==> config.mk <==
export PLATFORM = sky130hd
export DESIGN_NAME = bcd_serial_adder
export DESIGN_NICKNAME = d
export VERILOG_FILES = /design/src/rtl/bcd_serial_adder.sv
export SDC_FILE = /design/constraint.sdc
export NUM_CORES = 1
export LEC_CHECK = 0
export CAP_MARGIN = 10
export CORE_MARGIN = 2
export CORE_UTILIZATION = 32
export DETAILED_ROUTE_END_ITERATION = 8
export PLACE_DENSITY = 0.56
export SYNTH_ARGS = -nofsm -noshare
export SYNTH_HDL_FRONTEND = slang
export SYNTH_SLANG_ARGS = --single-unit
==> constraint.sdc <==
create_clock -name clk -period 4.32 [get_ports clk]
set_clock_uncertainty 0.05 [all_clocks]
set_input_delay 1.296 -clock clk [delete_from_list [all_inputs] [get_ports clk]]
set_output_delay 1.296 -clock clk [all_outputs]
set_load 0.005 [all_outputs]
==> src/rtl/bcd_serial_adder.sv <==
// ---------------------------------------------------------------------------
// bcd_serial_adder
//
// Multi-digit packed-BCD adder/subtractor. One decimal digit is processed per
// clock, least-significant digit first, through a single 4-bit digit adder
// with decimal correction. Subtraction adds the nines' complement of B with
// an inverted borrow-in as the initial carry.
//
// Ports:
//   clk      rising-edge clock
//   rst_n    asynchronous active-low reset
//   start    request, accepted only on an edge where ready=1
//   sub      0 = add, 1 = subtract (sampled with start)
//   a, b     packed-BCD operands, digit 0 in bits [3:0] (sampled with start)
//   cin      carry-in (add) / borrow-in (subtract) (sampled with start)
//   ready    high while idle
//   done     one-cycle pulse when sum/cout/invalid are updated
//   sum      packed-BCD result, held until the next done
//   cout     add: decimal carry-out; subtract: 1 = no borrow
//   invalid  a non-BCD digit (>9) was present in the latched operands
// ---------------------------------------------------------------------------
module bcd_serial_adder #(
    parameter int DIGITS = 4
) (
    input  logic                clk,
    input  logic                rst_n,
    input  logic                start,
    input  logic                sub,
    input  logic [4*DIGITS-1:0] a,
    input  logic [4*DIGITS-1:0] b,
    input  logic                cin,
    output logic                ready,
    output logic                done,
    output logic [4*DIGITS-1:0] sum,
    output logic                cout,
    output logic                invalid
);

    localparam int W     = 4 * DIGITS;
    localparam int CNT_W = (DIGITS > 1) ? $clog2(DIGITS) : 1;

    typedef enum logic [1:0] {
        IDLE,
        RUN,
        DONE
    } state_e;

    state_e             state_q, state_d;
    logic [W-1:0]       a_q, a_d;
    logic [W-1:0]       b_q, b_d;
    logic               sub_q, sub_d;
    logic               carry_q, carry_d;
    logic [CNT_W-1:0]   cnt_q, cnt_d;
    logic [W-1:0]       res_q, res_d;
    logic               flag_q, flag_d;
    logic [W-1:0]       sum_q, sum_d;
    logic               cout_q, cout_d;
    logic               invalid_q, invalid_d;

    // Digit datapath signals
    logic [CNT_W+1:0]   bit_idx;
    logic [3:0]         a_dig;
    logic [3:0]         b_dig;
    logic [3:0]         b_eff;
    logic [4:0]         dig_sum;
    logic [3:0]         res_dig;
    logic               carry_nxt;
    logic               operand_invalid;
    logic               last_digit;

    // Non-BCD detection on the operands being latched
    always_comb begin
        operand_invalid = 1'b0;
        for (int i = 0; i < DIGITS; i++) begin
            if (a[4*i +: 4] > 4'd9 || b[4*i +: 4] > 4'd9) begin
                operand_invalid = 1'b1;
            end
        end
    end

    // Single digit adder with decimal correction. For subtract, 9 - b wraps
    // mod 16 on invalid digits; the result is then only flagged, not blocked.
    always_comb begin
        bit_idx = {cnt_q, 2'b00};
        a_dig   = a_q[bit_idx +: 4];
        b_dig   = b_q[bit_idx +: 4];
        b_eff   = sub_q ? (4'd9 - b_dig) : b_dig;
        dig_sum = {1'b0, a_dig} + {1'b0, b_eff} + {4'd0, carry_q};
        if (dig_sum > 5'd9) begin
            res_dig   = dig_sum[3:0] + 4'd6;
            carry_nxt = 1'b1;
        end else begin
            res_dig   = dig_sum[3:0];
            carry_nxt = 1'b0;
        end
    end

    assign last_digit = (cnt_q == CNT_W'(DIGITS - 1));

    // NOTE: every variable driven here gets its hold value first, so no path
    // leaves one unassigned and no latch is inferred.
    always_comb begin
        state_d   = state_q;
        a_d       = a_q;
        b_d       = b_q;
        sub_d     = sub_q;
        carry_d   = carry_q;
        cnt_d     = cnt_q;
        res_d     = res_q;
        flag_d    = flag_q;
        sum_d     = sum_q;
        cout_d    = cout_q;
        invalid_d = invalid_q;

        case (state_q)
            IDLE: begin
                if (start) begin
                    state_d = RUN;
                    a_d     = a;
                    b_d     = b;
                    sub_d   = sub;
                    // Subtract starts with the "no borrow" carry of the
                    // nines'-complement addition.
                    carry_d = sub ? ~cin : cin;
                    cnt_d   = '0;
                    flag_d  = operand_invalid;
                end
            end
            RUN: begin
                res_d[bit_idx +: 4] = res_dig;
                carry_d             = carry_nxt;
                cnt_d               = cnt_q + CNT_W'(1);
                if (last_digit) begin
                    state_d   = DONE;
                    // res_d already carries the final digit written above.
                    sum_d     = res_d;
                    cout_d    = carry_nxt;
                    invalid_d = flag_q;
                end
            end
            DONE: begin
                state_d = IDLE;
            end
            default: begin
                state_d = IDLE;
            end
        endcase
    end

    // NOTE: state uses non-blocking assignments so every register samples the
    // pre-edge values, independent of statement order.
    // NOTE: the result register is small flop storage, so it is reset along
    // with everything else; outputs then read zero straight out of reset.
    always_ff @(posedge clk or negedge rst_n) begin
        if (!rst_n) begin
            state_q   <= IDLE;
            a_q       <= '0;
            b_q       <= '0;
            sub_q     <= 1'b0;
            carry_q   <= 1'b0;
            cnt_q     <= '0;
            res_q     <= '0;
            flag_q    <= 1'b0;
            sum_q     <= '0;
            cout_q    <= 1'b0;
            invalid_q <= 1'b0;
        end else begin
            state_q   <= state_d;
            a_q       <= a_d;
            b_q       <= b_d;
            sub_q     <= sub_d;
            carry_q   <= carry_d;
            cnt_q     <= cnt_d;
            res_q     <= res_d;
            flag_q    <= flag_d;
            sum_q     <= sum_d;
            cout_q    <= cout_d;
            invalid_q <= invalid_d;
        end
    end

    assign ready   = (state_q == IDLE);
    assign done    = (state_q == DONE);
    assign sum     = sum_q;
    assign cout    = cout_q;
    assign invalid = invalid_q;

endmodule

==> run summary <==
Logic synthesis
- **leading area contributor after synthesis** sky130_fd_sc_hd__dfrtp_1
- **top post-synthesis cells by area** sky130_fd_sc_hd__dfrtp_1 53%, sky130_fd_sc_hd__nand2_1 14%, sky130_fd_sc_hd__mux4_2 5.2%
- **net count after synthesis** 419
- **fraction of the yosys area taken by sequential cells** 0.525
- **top cells by instance count after synthesis** 134 x sky130_fd_sc_hd__nand2_1, 73 x sky130_fd_sc_hd__dfrtp_1, 21 x sky130_fd_sc_hd__o21ai_0
- **per-instance average area after synthesis** 9.42 um^2
- **number of warnings reported in the yosys synthesis log** 0
- **most frequent cell after synthesis** sky130_fd_sc_hd__nand2_1
- **Async S/R FF share, synth** 1.00
- **Post-synth EDFFs** 0
- **Syn Std Cell Area** 3480 um^2
- **instance count of the mapped netlist** 369
- **top_reg_cell synth** sky130_fd_sc_hd__dfrtp_1
- **number of different library cells in the post-synthesis netlist** 35
- **post-synth top area share** 0.525
- **post-synthesis register bit count** 73

Timing
- **worst hold margin** 423 ps
- **post-layout worst setup margin** 443 ps
- **final worst path period share** 0.898
- **Post-Route Setup TNS** 0 ps
- **crit path time final** 3880 ps
- **Final Setup Violations** 0
- **slew at the pin with the worst max-slew slack** 861 ps
- **RSZ-0062 raised after global routing** no
- **Final Hold Violating Endpoints** 0
- **relative max-transition margin** 0.426
- **Slew Viols, Final** 0
- **Max Fclk** 258 MHz

Final layout
- **layout overhead on the synthesized area** 26.5%
- **share of post-route cells with drive strength above 1** 0.0766
- **area used by multi-input combinational logic** 1540 um^2
- **number of fill cells** 1109
- **Antenna Diode Count** 0
- **number of cells in the finished layout apart from fillers** 571
- **net count of the finished layout** 476
- **FF+latch area** 1830 um^2

Worst hold path
- **HP Class** reg -> reg

Clocking
- **clock transition at the registers of the reported paths** 80 ps
- **Skew-Pair Late Insertion Delay** 340 ps
- **TritonCTS clock tree** yes
- **clock buffer depth** 2
- **post-CTS resize count** 0
- **library cell used as clock root buffer** sky130_fd_sc_hd__clkbuf_8
- **cts hold-fix bufs** 0
- **# clock sinks** 73
- **setup fix buffers added after clock tree synthesis** 0
- **level count of the clock H-tree** 3
- **total CTS buffers** 9

Global routing
- **global-route wire length before repair** 13700 um
- **antenna violations before repair** 0
- **pin count of the biggest net entering global routing** 39
- **gr usage total** 0.152
- **remaining global-route overflow** 0
- **vias in the first global route** 2807

Job
- **number of max-capacitance violations reported** 0

Route
- **antenna viol nets, final** 0
- **total via count in the routed design** 2773
- **remaining routing DRC violations** 0
- **Initial DRC Count** 80
- **DR vias/cell** 4.86
- **wire length after detailed routing** 8080 um
- **Wirelength per Cell** 14.2 um
- **drt first pass iters** 6

Critical path
- **highest fanout seen on the critical path** 9
- **critical path startpoint category** flip-flop
- **type of the setup path with the least slack** reg -> reg
- **Crit path required time** 4480 ps
- **element type at the critical path end** flip-flop
- **data arrival time of the critical path** 4040 ps

Die
- **die width** 108 um
- **Initial Util** 0.325
- **number of I/O pins** 57
- **cell row count** 38
- **Total Die Area** 11700 um^2
- **floorplan die height** 108 um
- **Placeable Area** 10700 um^2

Place
- **GPL Wtd Cong** 0.762
- **post-placement worst setup slack** 412 ps
- **final HPWL from detailed placement** 6050 um
- **number of buffers inserted by port buffering** 56
- **placed cell count** 555

Run status
- **result of the run** complete, no violations

## metrics by stage
stage / instance area [um^2] / util
2_1_floorplan: 3480 / -
3_3_place_gp: 4200 / 0.393
3_5_place_dp: 4200 / 0.393
4_1_cts: 4400 / 0.411
5_1_grt: 4400 / 0.411
6_report: 4400 / 0.411
## path summary, 6_finish.rpt
check | startpoint | slack [ps] | to | depth (start not counted)
max in group asynchronous | rst_n | 2550 | a_q[5] | 2
min in group asynchronous | rst_n | 1000 | res_q[2] | 1
worst max register to register | cnt_q[0] | 440 | sum[9] | 11
worst min-delay path | b_q[14] | 420 | b_q[14] | 2
worst min register to register | b_q[14] | 420 | b_q[14] | 2
worst max-delay path | cnt_q[0] | 440 | sum[9] | 11
## cell type report
cell class	instances	share of cell area
Clock inverter	7	0.0162
Multi-Input combinational cell	266	0.349
Clock buffer	9	0.0282
Inverter	14	0.0119
Timing Repair Buffer	62	0.139
Sequential cell	73	0.415
Tap cell	140	0.0398
## worst max-delay path: stages, from the launching register on
cell                      delay [ps]
sky130_fd_sc_hd__dfrtp_1         670
sky130_fd_sc_hd__mux4_2          580
sky130_fd_sc_hd__xnor2_1         220
sky130_fd_sc_hd__fa_1            230
sky130_fd_sc_hd__inv_1            50
sky130_fd_sc_hd__fa_1            390
sky130_fd_sc_hd__xnor2_1         180
sky130_fd_sc_hd__ha_1            250
sky130_fd_sc_hd__a22o_1          230
sky130_fd_sc_hd__o31a_1          370
sky130_fd_sc_hd__xnor2_2         390
sky130_fd_sc_hd__o21ai_1         130
## cell usage in the layout (no fill, tap or decap), types with 2 or more instances in the layout
| cell type | netlist | routed |
|---|---|---|
| sky130_fd_sc_hd__nor2_1 | 11 | 11 |
| sky130_fd_sc_hd__fa_1 | 2 | 2 |
| sky130_fd_sc_hd__a21oi_1 | 14 | 14 |
| sky130_fd_sc_hd__inv_1 | 14 | 14 |
| sky130_fd_sc_hd__nor2b_1 | 2 | 2 |
| sky130_fd_sc_hd__ha_1 | 11 | 11 |
| sky130_fd_sc_hd__nor4b_1 | 2 | 2 |
| sky130_fd_sc_hd__nand2_1 | 134 | 134 |
| sky130_fd_sc_hd__buf_4 | 0 | 5 |
| sky130_fd_sc_hd__and3_1 | 12 | 12 |
| sky130_fd_sc_hd__dfrtp_1 | 73 | 73 |
| sky130_fd_sc_hd__a22o_1 | 5 | 5 |
| sky130_fd_sc_hd__nand3_1 | 2 | 2 |
| sky130_fd_sc_hd__mux4_2 | 8 | 8 |
| sky130_fd_sc_hd__a221oi_1 | 4 | 4 |
| sky130_fd_sc_hd__nand4_1 | 2 | 2 |
| sky130_fd_sc_hd__nand2b_1 | 2 | 2 |
| sky130_fd_sc_hd__clkinv_2 | 0 | 2 |
| sky130_fd_sc_hd__clkdlybuf4s50_1 | 0 | 55 |
| sky130_fd_sc_hd__o21ai_0 | 21 | 21 |
| sky130_fd_sc_hd__o21ai_1 | 16 | 16 |
| sky130_fd_sc_hd__xnor2_1 | 4 | 4 |
| sky130_fd_sc_hd__clkinvlp_4 | 0 | 3 |
| sky130_fd_sc_hd__clkbuf_8 | 0 | 9 |
## logic make-up after synthesis
kind of cell    count (synthesis)  synth area share
simple gates                  172             0.208
fa+ha+maj                      13            0.0511
mux                             9            0.0561
flops                          73             0.525
buf+inv                        30            0.0327
compound gates                 67             0.112
xor+xnor                        5            0.0148
## layer usage
metal / GRT usage / wire length (um) / up-vias
li1: - / - / 1356
met1: 0.187 / 3660 / 1344
met2: 0.265 / 3970 / 59
met3: 0.0295 / 297 / 14
met4: 0.0586 / 157 / 0
met5: 0 / 0 / -
## sequential cells by signal, indices dropped and copies added, names as in the netlist, 2 cells and up
| name | flops |
|---|---|
| cnt_q | 2 |
| sum | 16 |
| res_q | 16 |
| a_q | 16 |
| b_q | 16 |
| state_q | 2 |
Power is not shown: default switching activity piles up to over one toggle a cycle in this logic, so the estimate is an artifact.
